### src/rtl/ex_mdu_pkg.sv
// Shared definitions for the iterative RV32M multiply/divide unit:
// register widths, RV32M funct3 codes and the MDU state encoding.
package ex_mdu_pkg;

  localparam int RegLen     = 32;
  localparam int RegAddrLen = 5;

  localparam logic [RegLen-1:0] ZERO_WORD = '0;
  localparam logic Enable  = 1'b1;
  localparam logic Disable = 1'b0;

  localparam logic [2:0] MUL    = 3'b000;
  localparam logic [2:0] MULH   = 3'b001;
  localparam logic [2:0] MULHSU = 3'b010;
  localparam logic [2:0] MULHU  = 3'b011;
  localparam logic [2:0] DIV    = 3'b100;
  localparam logic [2:0] DIVU   = 3'b101;
  localparam logic [2:0] REM    = 3'b110;
  localparam logic [2:0] REMU   = 3'b111;

  localparam int MduStateLen = 2;

  typedef enum logic [MduStateLen-1:0] {
    MDU_IDLE = 2'd0,
    MDU_CALC = 2'd1,
    MDU_DONE = 2'd2
  } mdu_state_e;

  // Every divide/remainder opcode has funct3[2] set.
  function automatic logic is_div_op(input logic [2:0] f3);
    return f3[2];
  endfunction

endpackage

### src/rtl/ex_mdu_div_step.sv
// One combinational restoring-division step: shift in the next dividend bit,
// subtract the divisor if it fits, and report the resulting quotient bit.
module mdu_div_step #(
  parameter int XLEN = 32
) (
  input  logic [XLEN-1:0] rem_i,
  input  logic [XLEN-1:0] divisor_i,
  input  logic            dividend_bit_i,
  output logic [XLEN-1:0] rem_o,
  output logic            quot_bit_o
);

  logic [XLEN:0]   shifted;
  logic [XLEN-1:0] diff;

  assign shifted    = {rem_i, dividend_bit_i};
  // The low XLEN bits of the difference are exact whenever the subtraction is taken.
  assign diff       = shifted[XLEN-1:0] - divisor_i;
  assign quot_bit_o = (shifted >= {1'b0, divisor_i});
  assign rem_o      = quot_bit_o ? diff : shifted[XLEN-1:0];

endmodule

### src/rtl/ex_mdu.sv
// Iterative RV32M execute unit: shift-add multiply and restoring divide on
// operand magnitudes, retiring BITS_PER_CYCLE bits per cycle, sign fixed at the end.
module ex_mdu
  import ex_mdu_pkg::*;
#(
  parameter int XLEN           = RegLen,
  parameter int BITS_PER_CYCLE = 1
) (
  input  logic                  clk_in,
  input  logic                  rst_in,
  input  logic                  rdy_in,
  input  logic                  start_i,
  input  logic [2:0]            funct3_i,
  input  logic [XLEN-1:0]       rs1_data_i,
  input  logic [XLEN-1:0]       rs2_data_i,
  input  logic [RegAddrLen-1:0] rd_addr_i,
  input  logic                  flush_i,
  output logic                  stall_req_o,
  output logic                  done_o,
  output logic [XLEN-1:0]       result_o,
  output logic [RegAddrLen-1:0] rd_addr_o,
  output logic                  rd_write_enable_o,
  output logic                  busy_o,
  output mdu_state_e            state_o
);

  localparam int Steps = XLEN / BITS_PER_CYCLE;
  localparam int CntW  = $clog2(Steps) + 1;
  localparam logic [CntW-1:0] LastCnt = CntW'(Steps - 1);

  mdu_state_e            state_q;
  logic [CntW-1:0]       cnt_q;
  logic [2:0]            f3_q;
  logic [RegAddrLen-1:0] rd_q;
  logic [XLEN-1:0]       a_q, b_q, result_q;
  logic [2*XLEN-1:0]     acc_q;
  logic                  neg_q;

  // Start-time operand decode
  logic            rs1_signed, rs2_signed, s1, s2, neg_start;
  logic [XLEN-1:0] mag1, mag2, fast_result_d;
  logic            div_zero, div_ovf, fast_path;

  assign rs1_signed = (funct3_i == MULH) || (funct3_i == MULHSU) ||
                      (funct3_i == DIV)  || (funct3_i == REM);
  assign rs2_signed = (funct3_i == MULH) || (funct3_i == DIV) || (funct3_i == REM);
  assign s1         = rs1_signed & rs1_data_i[XLEN-1];
  assign s2         = rs2_signed & rs2_data_i[XLEN-1];
  assign mag1       = s1 ? -rs1_data_i : rs1_data_i;
  assign mag2       = s2 ? -rs2_data_i : rs2_data_i;
  assign neg_start  = (funct3_i == REM) ? s1 : (s1 ^ s2);

  assign div_zero  = is_div_op(funct3_i) && (rs2_data_i == '0);
  assign div_ovf   = ((funct3_i == DIV) || (funct3_i == REM)) &&
                     (rs1_data_i == {1'b1, {(XLEN-1){1'b0}}}) && (rs2_data_i == '1);
  assign fast_path = div_zero || div_ovf;
  // funct3[1] distinguishes REM/REMU from DIV/DIVU
  assign fast_result_d = div_zero ? (funct3_i[1] ? rs1_data_i : '1)
                                  : (funct3_i[1] ? '0 : rs1_data_i);

  // Multiply: add multiplicand into the high half on each multiplier LSB, shift right.
  logic [2*XLEN-1:0] mul_acc_d;
  logic [XLEN-1:0]   mul_b_d;
  logic [XLEN:0]     mul_sum;

  always_comb begin
    mul_acc_d = acc_q;
    mul_b_d   = b_q;
    mul_sum   = '0;
    for (int k = 0; k < BITS_PER_CYCLE; k++) begin
      mul_sum   = {1'b0, mul_acc_d[2*XLEN-1:XLEN]} + (mul_b_d[0] ? {1'b0, a_q} : '0);
      mul_acc_d = {mul_sum, mul_acc_d[XLEN-1:1]};
      mul_b_d   = mul_b_d >> 1;
    end
  end

  // Divide: acc holds {partial remainder, quotient}; a_q supplies dividend MSBs.
  logic [XLEN-1:0]           rem_chain [BITS_PER_CYCLE+1];
  logic [BITS_PER_CYCLE-1:0] qbits;
  logic [2*XLEN-1:0]         div_acc_d;

  assign rem_chain[0] = acc_q[2*XLEN-1:XLEN];

  for (genvar k = 0; k < BITS_PER_CYCLE; k++) begin : g_div_chain
    mdu_div_step #(.XLEN(XLEN)) u_step (
      .rem_i          (rem_chain[k]),
      .divisor_i      (b_q),
      .dividend_bit_i (a_q[XLEN-1-k]),
      .rem_o          (rem_chain[k+1]),
      .quot_bit_o     (qbits[BITS_PER_CYCLE-1-k])
    );
  end

  assign div_acc_d = {rem_chain[BITS_PER_CYCLE], acc_q[XLEN-BITS_PER_CYCLE-1:0], qbits};

  // Sign fixup and result selection on the final iteration
  logic [2*XLEN-1:0] prod_d;
  logic [XLEN-1:0]   quot_d, rem_d, result_d;

  assign prod_d = neg_q ? -mul_acc_d : mul_acc_d;
  assign quot_d = neg_q ? -div_acc_d[XLEN-1:0] : div_acc_d[XLEN-1:0];
  assign rem_d  = neg_q ? -div_acc_d[2*XLEN-1:XLEN] : div_acc_d[2*XLEN-1:XLEN];

  always_comb begin
    result_d = '0;
    case (f3_q)
      MUL:                  result_d = prod_d[XLEN-1:0];
      MULH, MULHSU, MULHU:  result_d = prod_d[2*XLEN-1:XLEN];
      DIV, DIVU:            result_d = quot_d;
      default:              result_d = rem_d;
    endcase
  end

  always_ff @(posedge clk_in) begin
    if (rst_in) begin
      state_q  <= MDU_IDLE;
      cnt_q    <= '0;
      f3_q     <= '0;
      rd_q     <= '0;
      a_q      <= '0;
      b_q      <= '0;
      acc_q    <= '0;
      neg_q    <= Disable;
      result_q <= '0;
    end else if (flush_i) begin
      state_q <= MDU_IDLE;
    end else if (rdy_in) begin
      case (state_q)
        MDU_IDLE: begin
          if (start_i) begin
            f3_q  <= funct3_i;
            rd_q  <= rd_addr_i;
            neg_q <= neg_start;
            if (fast_path) begin
              result_q <= fast_result_d;
              state_q  <= MDU_DONE;
            end else begin
              a_q     <= mag1;
              b_q     <= mag2;
              acc_q   <= '0;
              cnt_q   <= '0;
              state_q <= MDU_CALC;
            end
          end
        end
        MDU_CALC: begin
          if (is_div_op(f3_q)) begin
            acc_q <= div_acc_d;
            a_q   <= a_q << BITS_PER_CYCLE;
          end else begin
            acc_q <= mul_acc_d;
            b_q   <= mul_b_d;
          end
          if (cnt_q == LastCnt) begin
            result_q <= result_d;
            state_q  <= MDU_DONE;
          end else begin
            cnt_q <= cnt_q + CntW'(1);
          end
        end
        default: state_q <= MDU_IDLE;
      endcase
    end
  end

  assign done_o            = (state_q == MDU_DONE);
  assign result_o          = done_o ? result_q : '0;
  assign rd_addr_o         = done_o ? rd_q : '0;
  assign rd_write_enable_o = done_o;
  assign busy_o            = (state_q != MDU_IDLE);
  assign stall_req_o       = ((state_q == MDU_IDLE) && start_i) || (state_q == MDU_CALC);
  assign state_o           = state_q;

endmodule
### config.mk
export PLATFORM = sky130hd
export DESIGN_NAME = ex_mdu
export DESIGN_NICKNAME = d
export VERILOG_FILES = /design/src/rtl/ex_mdu_pkg.sv /design/src/rtl/ex_mdu_div_step.sv /design/src/rtl/ex_mdu.sv
export SDC_FILE = /design/constraint.sdc
export NUM_CORES = 1
export LEC_CHECK = 0
export BUFFER_PORTS_ARGS = -buffer_cell sky130_fd_sc_hd__buf_4
export CORE_MARGIN = 1
export CORE_UTILIZATION = 30
export CTS_CLUSTER_SIZE = 28
export DETAILED_ROUTE_END_ITERATION = 10
export SETUP_SLACK_MARGIN = 0.02
export SYNTH_ARGS = -nofsm -noshare
export SYNTH_HDL_FRONTEND = slang
export SYNTH_SLANG_ARGS = --single-unit
### constraint.sdc
create_clock -name clk_in -period 10.5 [get_ports clk_in]
set_clock_uncertainty 0.15 [all_clocks]
set_input_delay 0.525 -clock clk_in [delete_from_list [all_inputs] [get_ports clk_in]]
set_output_delay 0.525 -clock clk_in [all_outputs]
set_load 0.005 [all_outputs]
---- After elaboration in Yosys (flattened, before gate mapping) ----
Cells that the tools add are included.
storage, ports and cells
  logic and storage cells ................. 108
  bits in registers ....................... 177
  output and inout bits ................... 43
cells by class
  bitwise gates (word level) .............. 4
  multiplexer cells ....................... 38
  $add $sub $neg .......................... 8
  eq/ne operators ......................... 21
  order comparisons ....................... 1
  reduce and logical (&&, ||, !) cells .... 27
operators with widths
  cell                                                             number
  32-bit 2-to-1 mux                                                19
  64-bit 2-to-1 mux                                                4
  32-bit case mux with 2 select lines                              3
  32-bit negation                                                  4
  64-bit case mux with 2 select lines                              1
  32-bit case mux with 3 select lines                              1
  32-bit == test, second input constant                            2
  64-bit negation                                                  1
  32-bit by 32-bit adder with 33-bit output                        1
  33-bit by 32-bit >= comparator with 1-bit output                 1
  32-bit zero test                                                 1
  32-bit subtractor                                                1
  6-bit AND reduction                                              4
  6-bit 2-to-1 mux                                                 3
  2-bit inequality test, second input constant                     7
  3-bit == test, second input constant                             4
  6-bit case mux with 2 select lines                               1
  3-bit by 2-bit == test with 1-bit output, second input constant  3
  1-bit logical OR                                                 8
  6-bit by 1-bit adder with 6-bit output, second input constant    1
  3-bit by 1-bit == test with 1-bit output, second input constant  2
  6-bit by 5-bit == test with 1-bit output, second input constant  1
  2-bit 2-to-1 mux                                                 3
  5-bit 2-to-1 mux                                                 1
  16 further kinds                                                 22

---- Logic depth before layout (Yosys ltp) ----
Gate-level depths: netlist (run 1).
  depth in word-level cells ............... 9
  mapped depth ............................ 24

---- Hierarchy ----
A second synthesis (run 1) with hierarchy kept.
second synthesis, totals
  cells, all modules ...................... 2481
  area, all modules ....................... 17803.3 um^2
by module, submodules not included
  module        area each (um^2)  cells each  instances  seq. area each (um^2)
  ex_mdu        15472.3           2158        1          3543.4
  mdu_div_step  2331.0            323         1          0.0

---- Worst setup path after synthesis (run 1) ----
OpenSTA, ideal clock, no wires.
  kind .................................... reg2reg
  start ................................... register b_q[10]
  end ..................................... register result_q[26]
  path buffers ............................ 4
  arrival ................................. 4.425 ns
  clock period less this slack ............ 4.695 ns
  setup slack ............................. 5.805 ns
  required time ........................... 10.230 ns
  cell stages (with the launch flop) ...... 22
  cells stage by stage .................... dfxtp_1 inv_1 ha_1 buf_2 a21oi_1 o211ai_1 a32oi_2 a2111oi_4 or2_1 buf_6 buf_4 buf_4 mux2i_1 ha_1 o31ai_1 nor4b_1 and3_1 o211ai_1 nor3_2 a21oi_1 and4_1 a211o_1
on the way
  word-level cells in the longest chain between the ends .. 7
  elaborated cells between the ends (all ways) .. 10
  classes of those cells .................. add/sub: 3; order compare: 1; mux: 6
ends and longest elaborated chain
  what                                                                                   RTL line                                      source
  from (decl)                                                                            ex_mdu.sv:35                                  logic [XLEN-1:0] a_q, b_q, result_q;
  from (signal assigned)                                                                 ex_mdu.sv:139                                 b_q <= mag2;
  from (signal assigned)                                                                 ex_mdu.sv:152                                 b_q <= mul_b_d;
  32-bit subtractor or 33-bit by 32-bit >= comparator with 1-bit output (tied branches)  ex_mdu_div_step.sv:18, ex_mdu_div_step.sv:19
  32-bit 2-to-1 mux                                                                      ex_mdu_div_step.sv:20                         assign rem_o = quot_bit_o ? diff : shifted[XLEN-1:0];
  32-bit negation                                                                        ex_mdu.sv:102                                 assign rem_d = neg_q ? -div_acc_d[2*XLEN-1:XLEN] : div_acc_d[2*XLEN-1:XLEN];
  32-bit 2-to-1 mux                                                                      ex_mdu.sv:102
  32-bit case mux with 3 select lines *                                                  ex_mdu.sv:106                                 case (f3_q)
  32-bit 2-to-1 mux *                                                                    ex_mdu.sv:154                                 if (cnt_q == LastCnt) begin
  32-bit case mux with 2 select lines *                                                  ex_mdu.sv:128                                 case (state_q)
  to (signal assigned)                                                                   ex_mdu.sv:135                                 result_q <= fast_result_d;
  to (signal assigned)                                                                   ex_mdu.sv:155                                 result_q <= result_d;
  to (decl)                                                                              ex_mdu.sv:35
Every way passes the cells marked *; elsewhere a longest branch is shown, timed or not. The select of a mux whose other input is x is not followed.
A chain may end at the register's enable or synchronous reset.

---- Final worst setup path (run 1) ----
  start ................................... register b_q[0]
  end ..................................... register result_q[28]
on the way
  word-level cells in the longest chain between the ends .. 7
  elaborated cells between the ends (all ways) .. 14
  classes of those cells .................. add/sub: 5; order compare: 1; mux: 8
ends and longest elaborated chain
  what                                                                            RTL line                             source
  32-bit 2-to-1 mux (tied with other cells)                                       ex_mdu.sv:71                         mul_sum = {1'b0, mul_acc_d[2*XLEN-1:XLEN]} + (mul_b_d[0] ? {1'b0, a_q} : '0);
  32-bit by 32-bit adder with 33-bit output or 32-bit 2-to-1 mux (tied branches)  ex_mdu.sv:71, ex_mdu_div_step.sv:20
  64-bit negation or 32-bit negation (tied branches)                              ex_mdu.sv:100, ex_mdu.sv:102
  64-bit 2-to-1 mux or 32-bit 2-to-1 mux (tied branches)                          ex_mdu.sv:100, ex_mdu.sv:102
  32-bit case mux with 3 select lines *                                           ex_mdu.sv:106
  32-bit 2-to-1 mux *                                                             ex_mdu.sv:154
  32-bit case mux with 2 select lines *                                           ex_mdu.sv:128
Marked as above.

==> impl_metrics.py, run 1 <==
metrics = {
    "clock_tree": {
        "cts_hold_buf": 0,
        "clock_sinks": 177,
        "clkTransAtPathRegs_ns": 0.08,
        "cts_buffers": 17,
        "clk_latency_ns": 0.49,
        "clk_path_buf_depth": 2,
        "htreeDepth": 4,
        "cts_resized": 0,
        "root_buffer": "clkbuf_16",
        "cts_setup_buffers": 0,
        "cts_tree": "done",
    },
    "synthesis": {
        "synth-edff-count": 0,
        "seq_area_frac_synth_pct": 18.6,
        "ys.flop_type": "dfxtp_1",
        "synthArstFlopShare_pct": 0,
        "postSynthAreaPerCell_um2": 6.94,
        "syn-cell-area_mm2": 0.0190,
        "ys_seq_elements": 177,
        "yosysWarnings": 0,
        "post_synth_inst_count": 2743,
        "synth_nets": 2894,
        "ys_types": 102,
    },
    "critical_path": {
        "critical_path_arrival_ns": 5.90,
        "crit_fanout": 47,
        "critical_path_class": "register to register",
        "cp-end-kind": "register",
        "cp_data_required_time_ns": 10.71,
        "start_kind": "register",
    },
    "sta": {
        "setup_viol": 0,
        "worst_slack_ns": 4.82,
        "finalCritPeriodShare_pct": 54.1,
        "slew-limit-headroom_pct": 15.4,
        "worst_pin_slew_ns": 1.26,
        "hold_viol_final": 0,
        "min_period_ns": 5.68,
        "fmax_mhz": 176,
        "maxSlewViolCount": 0,
        "rsz0062_at_grt": "false",
        "fin_setup_tns_ns": 0,
    },
    "layout": {
        "nets": 2845,
        "layout_common_cells": "nor2_1 (329), a21oi_1 (274), nand2_1 (247), dfxtp_1 (175), o21ai_0 (159)",
        "diodes": 0,
        "fillers": 6916,
        "drive_gt1_share_pct": 9.49,
        "area_growth_pct": 9.92,
        "mostFrequentLayoutCell": "nor2_1",
    },
    "route": {
        "drt_iter0_drc": 1982,
        "vias_per_cell": 5.82,
        "drc": 0,
        "first_pass_iters": 5,
        "num_vias": 20600,
        "routed_wl_um": 75800,
        "wl_per_cell_um": 21.4,
        "drtAntennaViolNets": 0,
    },
    "die": {
        "pin_count": 120,
        "start_util_pct": 30.6,
        "core_area_mm2": 0.0622,
        "die_height_um": 254,
        "placementRows": 91,
        "die_x_um": 254,
        "design.die.area_mm2": 0.0645,
    },
    "job": {
        "max-cap-violations": 0,
    },
    "pwr": {
        "power.total_uw": 2120,
        "ir_drop_v": 0.000126,
        "p_per_area_mw_per_mm2": 101,
        "p_leak_uw": 0.00793,
    },
    "global_route": {
        "gr-usage-all-layers_pct": 23.2,
        "overflow": 0,
        "grt_pass1_vias": 18900,
        "grt_max_degree": 78,
        "grt_pass1_wl_um": 115000,
        "antenna_found_initial": 1,
    },
    "placed_design": {
        "gp_congestion": 0.976,
        "dp_hpwl_um": 58100,
        "io_buffers": 119,
        "dp_slack_ns": 4.97,
    },
    "outcome": {
        "status": "finished, final reports clean",
    },
    "min_path": {
        "hold_path_class": "primary input to register",
    },
}
## sequential cells by signal (all words and copies together), names as in the netlist
| name | flops |
|---|---|
| acc_q | 64 |
| a_q | 32 |
| b_q | 32 |
| result_q | 32 |
| cnt_q | 6 |
| rd_q | 5 |
| f3_q | 3 |
| state_o | 2 |
| neg_q | 1 |
## where the power goes
part           internal (uW)  switching (uW)  leakage, uW
Sequential               684            19.9      0.00143
Combinational            249             527      0.00623
Clock                    311             329     0.000267
Total                   1240             876      0.00793
## routing by layer
| layer | track usage, % | part of all wire (%) | routed length (um) | vias up |
|---|---|---|---|---|
| met5 | 0 | 0.013 | 10 | - |
| met4 | 10.9 | 4.7 | 3600 | 2 |
| met3 | 4.19 | 7.6 | 5800 | 161 |
| met1 | 29.9 | 42 | 32100 | 9748 |
| met2 | 37.3 | 45 | 34400 | 844 |
| li1 | - | - | - | 9871 |
## path summary, 6_finish.rpt
| check | from | depth (start not counted) | endpoint | slack (ns) |
|---|---|---|---|---|
| setup reg to reg | b_q[0]$_SDFFE_PP0P_ | 18 | result_q[28]$_SDFFE_PP0P_ | 4.82 |
| hold reg to reg | result_q[0]$_SDFFE_PP0P_ | 2 | result_q[0]$_SDFFE_PP0P_ | 0.30 |
| setup / recovery | b_q[0]$_SDFFE_PP0P_ | 18 | result_q[28]$_SDFFE_PP0P_ | 4.82 |
| hold / removal | rd_addr_i[2] | 3 | rd_q[2]$_SDFFE_PP0P_ | 0.11 |
## final cells by class
class	instances	area [um2]	area share (%)
multi-input combinational	2278	14400	68.7
sequential	177	3550	17.0
timing repair buffer	148	1110	5.33
tap	837	1050	5.01
clock buffer	18	429	2.05
inverter	72	270	1.29
clock inverter	14	126	0.604
## metrics by stage
stage | hold WS (ns) | util, % | cell area [um2] | instances
after detailed placement | 0.295 | 32.8 | 20400 | 3512
after CTS | 0.106 | 33.7 | 20900 | 3544
after global routing | 0.118 | 33.7 | 20900 | 3544
after floorplan | 0.277 | - | 19000 | 2743
final | 0.113 | 33.7 | 20900 | 3544
after global placement | 0.291 | 32.8 | 20400 | 3512
## logic make-up (layout without fill, tap and decap cells)
kind of cell               Yosys count  after routing  synth area share (%)
buffers and inverters              288            252                  6.03
xor gates and xnor gates           209            209                  9.62
muxes                               67             67                  3.56
and+or+nand+nor                   1048           1048                  26.6
DFF                                177            177                  18.6
adders and majority gates          100            100                  6.31
AOI/OAI and AO/OA                  854            854                  29.3
## cell usage after synthesis, drive strengths merged, types with 6 or more instances
cell / number / area [um2]
ha: 72 / 901
a22oi: 35 / 263
o31ai: 28 / 210
nor4: 29 / 203
o21bai: 7 / 52.6
o211ai: 51 / 388
o22ai: 10 / 62.6
buf: 41 / 219
or2: 19 / 119
nand2: 247 / 927
a21boi: 10 / 75.1
a31o: 6 / 52.6
mux2i: 61 / 611
a211oi: 73 / 573
nand2b: 18 / 113
or3: 27 / 174
a311oi: 6 / 52.6
and3: 17 / 106
nor3: 112 / 571
a211o: 9 / 78.8
inv: 71 / 267
o41ai: 17 / 171
mux2: 6 / 67.6
xnor2: 114 / 998
a41oi: 7 / 68.8
nor2b: 15 / 93.8
dfxtp: 177 / 3540
and2: 85 / 532
a221oi: 13 / 120
o21a: 20 / 150
nand3: 48 / 240
a2111oi: 9 / 104
clkbuf: 175 / 659
maj3: 26 / 260
a31oi: 28 / 181
nor3b: 8 / 60.1
o221ai: 16 / 146
a21o: 23 / 180
xor2: 95 / 832
or4: 18 / 135
o21ai: 167 / 843
nor2: 335 / 1260
nand4: 42 / 263
and4: 6 / 52.6
a21oi: 280 / 1420
## critical path, cell delays in order, from the launching register on
cell	delay, ns
dfxtp_1	0.57
ha_1	0.35
nand2b_1	0.24
a211oi_4	0.42
o21ai_2	0.16
a2111oi_4	0.55
or2_2	0.27
buf_4	0.52
inv_2	0.04
buf_4	0.30
ha_1	0.31
inv_1	0.23
o31a_1	0.20
xnor2_1	0.11
o21ai_0	0.10
a2111oi_0	0.48
o21ai_0	0.17
a211oi_1	0.24
a31oi_1	0.11
Note: power is estimated with default switching activity, not from simulation.
==> run 2, diff against run 1 <==
==> constraint.sdc (replaced) <==
create_clock -name clk_in -period 5.5 [get_ports clk_in]
set_clock_uncertainty 0.15 [all_clocks]
set_input_delay 0.275 -clock clk_in [delete_from_list [all_inputs] [get_ports clk_in]]
set_output_delay 0.275 -clock clk_in [all_outputs]
set_load 0.005 [all_outputs]
==> impl_metrics.py, run 2 (synthesis results as in run 1) <==
metrics = {
    "outcome": {
        "status": "finished, final reports clean",
    },
    "clock_tree": {
        "clk_latency_ns": 0.48,
        "cts_setup_buffers": 0,
        "htreeDepth": 4,
        "cts_buffers": 17,
        "clock_sinks": 177,
        "root_buffer": "clkbuf_16",
        "clkTransAtPathRegs_ns": 0.07,
        "cts_tree": "done",
        "clk_path_buf_depth": 2,
    },
    "layout": {
        "fin_cells": 3583,
        "mostFrequentLayoutCell": "nor2_1",
        "drive_gt1_share_pct": 10.5,
        "multi_input_area_mm2": 0.0144,
        "layout_common_cells": "nor2_1 (330), a21oi_1 (274), nand2_1 (247), dfxtp_1 (175), buf_4 (175)",
        "largest_reg_flops": 64,
        "ff_latch_area_mm2": 0.00355,
        "nets": 2882,
        "regMostFlops": "acc_q",
        "fillers": 6818,
        "area_growth_pct": 11.9,
    },
    "job": {
        "max-cap-violations": 0,
    },
    "route": {
        "drt_iter0_drc": 2038,
        "routed_wl_um": 76400,
        "vias_per_cell": 5.86,
        "drc": 0,
        "first_pass_iters": 6,
        "wl_per_cell_um": 21.3,
        "drtAntennaViolNets": 0,
        "num_vias": 21000,
    },
    "sta": {
        "fin_setup_tns_ns": 0,
        "worst_pin_slew_ns": 1.09,
        "whs_ns": 0.0298,
        "fmax_mhz": 193,
        "finalCritPeriodShare_pct": 94.1,
        "maxSlewViolCount": 0,
        "slew-limit-headroom_pct": 27.3,
        "setup_viol": 0,
        "worst_slack_ns": 0.325,
        "hold_viol_final": 0,
        "rsz0062_at_grt": "false",
        "min_period_ns": 5.17,
    },
    "die": {
        "pin_count": 120,
        "core_area_mm2": 0.0622,
        "start_util_pct": 30.6,
        "placementRows": 91,
        "die_x_um": 254,
        "design.die.area_mm2": 0.0645,
        "die_height_um": 254,
    },
    "critical_path": {
        "cp-end-kind": "register",
        "rrSetupSlack_ns": 0.33,
        "critical_path_class": "register to register",
        "r2r-end": "result_q[24]$_SDFFE_PP0P_",
        "crit_fanout": 6,
        "r2r-start": "acc_q[55]$_SDFFE_PP0P_",
        "start_kind": "register",
        "cp_data_required_time_ns": 5.73,
        "r2r_cells": 16,
        "critical_path_arrival_ns": 5.40,
    },
    "global_route": {
        "overflow": 0,
        "grt_max_degree": 116,
        "grt_pass1_vias": 19300,
        "grt_pass1_wl_um": 116000,
        "gr-usage-all-layers_pct": 23.3,
        "antenna_found_initial": 3,
    },
    "pwr": {
        "p_leak_uw": 0.00815,
        "p_per_area_mw_per_mm2": 197,
        "ir_drop_v": 0.000228,
    },
    "placed_design": {
        "gp_congestion": 0.995,
        "dp_slack_ns": 0.418,
        "post-place-cells": 3542,
        "dp_hpwl_um": 58900,
        "io_buffers": 119,
    },
    "min_path": {
        "worst_hold_startpoint": "rs2_data_i[0]",
        "hold_end": "b_q[0]$_SDFFE_PP0P_",
        "hold_path_class": "primary input to register",
        "whs_path_depth": 3,
    },
}
## run 2: cell count changes in the layout (fill, tap and decap cells not counted), sizes merged
cell / before / now
buf: 148 / 178
bufinv: 0 / 2
clkbuf: 18 / 20
clkinv: 7 / 3
diode: 0 / 2
dlygate4sd3: 0 / 7
## run 2: metal layers
metal	global-route usage [%]	up-vias	part of all wire [%]
li1	-	9939	-
met1	30.0	10000	43
met2	38.7	898	46
met3	3.06	147	6.9
met4	10.4	0	4.3
met5	0	-	0
## run 2: timing repair
item | in CTS | in global routing
hold buffers | 7 | 0
endpoints found under the setup margin | 0 | 4
gates resized for setup | 0 | 2
endpoints found under the hold margin | 7 | 0
## run 2: through the flow
stage / area [um2] / power, uW / util [%]
4_1_cts: 21300 / 4170 / 34.2
3_5_place_dp: 20600 / 2850 / 33.2
6_report: 21300 / 4200 / 34.3
5_1_grt: 21300 / 4370 / 34.3
2_1_floorplan: 19000 / 2350 / -
3_3_place_gp: 20600 / 2860 / 33.2
## run 2: power breakdown
part	total [uW]	switching [uW]	internal [uW]
Clock	1320	614	705
Combinational	1540	1030	509
Sequential	1340	37.1	1310
Total	4200	1680	2520
## run 2: worst max-delay path by stage
| stage | endpoint | depth (start not counted) | from |
|---|---|---|---|
| 6_report | result_q[24]$_SDFFE_PP0P_ | 16 | acc_q[55]$_SDFFE_PP0P_ |
| 3_5_place_dp | result_q[26]$_SDFFE_PP0P_ | 17 | b_q[26]$_SDFFE_PP0P_ |
| 3_3_place_gp | result_q[26]$_SDFFE_PP0P_ | 17 | b_q[23]$_SDFFE_PP0P_ |
| 2_1_floorplan | result_q[26]$_SDFFE_PP0P_ | 21 | b_q[10]$_SDFFE_PP0P_ |
| 4_1_cts | result_q[26]$_SDFFE_PP0P_ | 17 | b_q[26]$_SDFFE_PP0P_ |
| 5_1_grt | result_q[24]$_SDFFE_PP0P_ | 16 | acc_q[55]$_SDFFE_PP0P_ |
## run 2: cell type report
| cell class | count | share of cell area [%] |
|---|---|---|
| Antenna cell | 2 | 0.0235 |
| Clock buffer | 20 | 2.14 |
| Clock inverter | 12 | 0.693 |
| Inverter | 72 | 1.27 |
| Multi-Input combinational cell | 2278 | 67.6 |
| Sequential cell | 177 | 16.7 |
| Tap cell | 837 | 4.91 |
| Timing Repair Buffer | 185 | 6.74 |
## run 2: worst max-delay path: stages, from the launching register on
cell and delay (ns):
dfxtp_1 0.46, ha_1 0.33, a21oi_1 0.26, o21ai_1 0.18, a2111oi_2 0.49, o211ai_2 0.15, or2_2 0.38, o21ai_0 0.26
ha_1 0.26, o31ai_1 0.17, nor4b_1 0.44, and3_1 0.22, o211ai_1 0.34, o41ai_1 0.54, xnor2_1 0.16, nor2_1 0.05
o21a_1 0.19
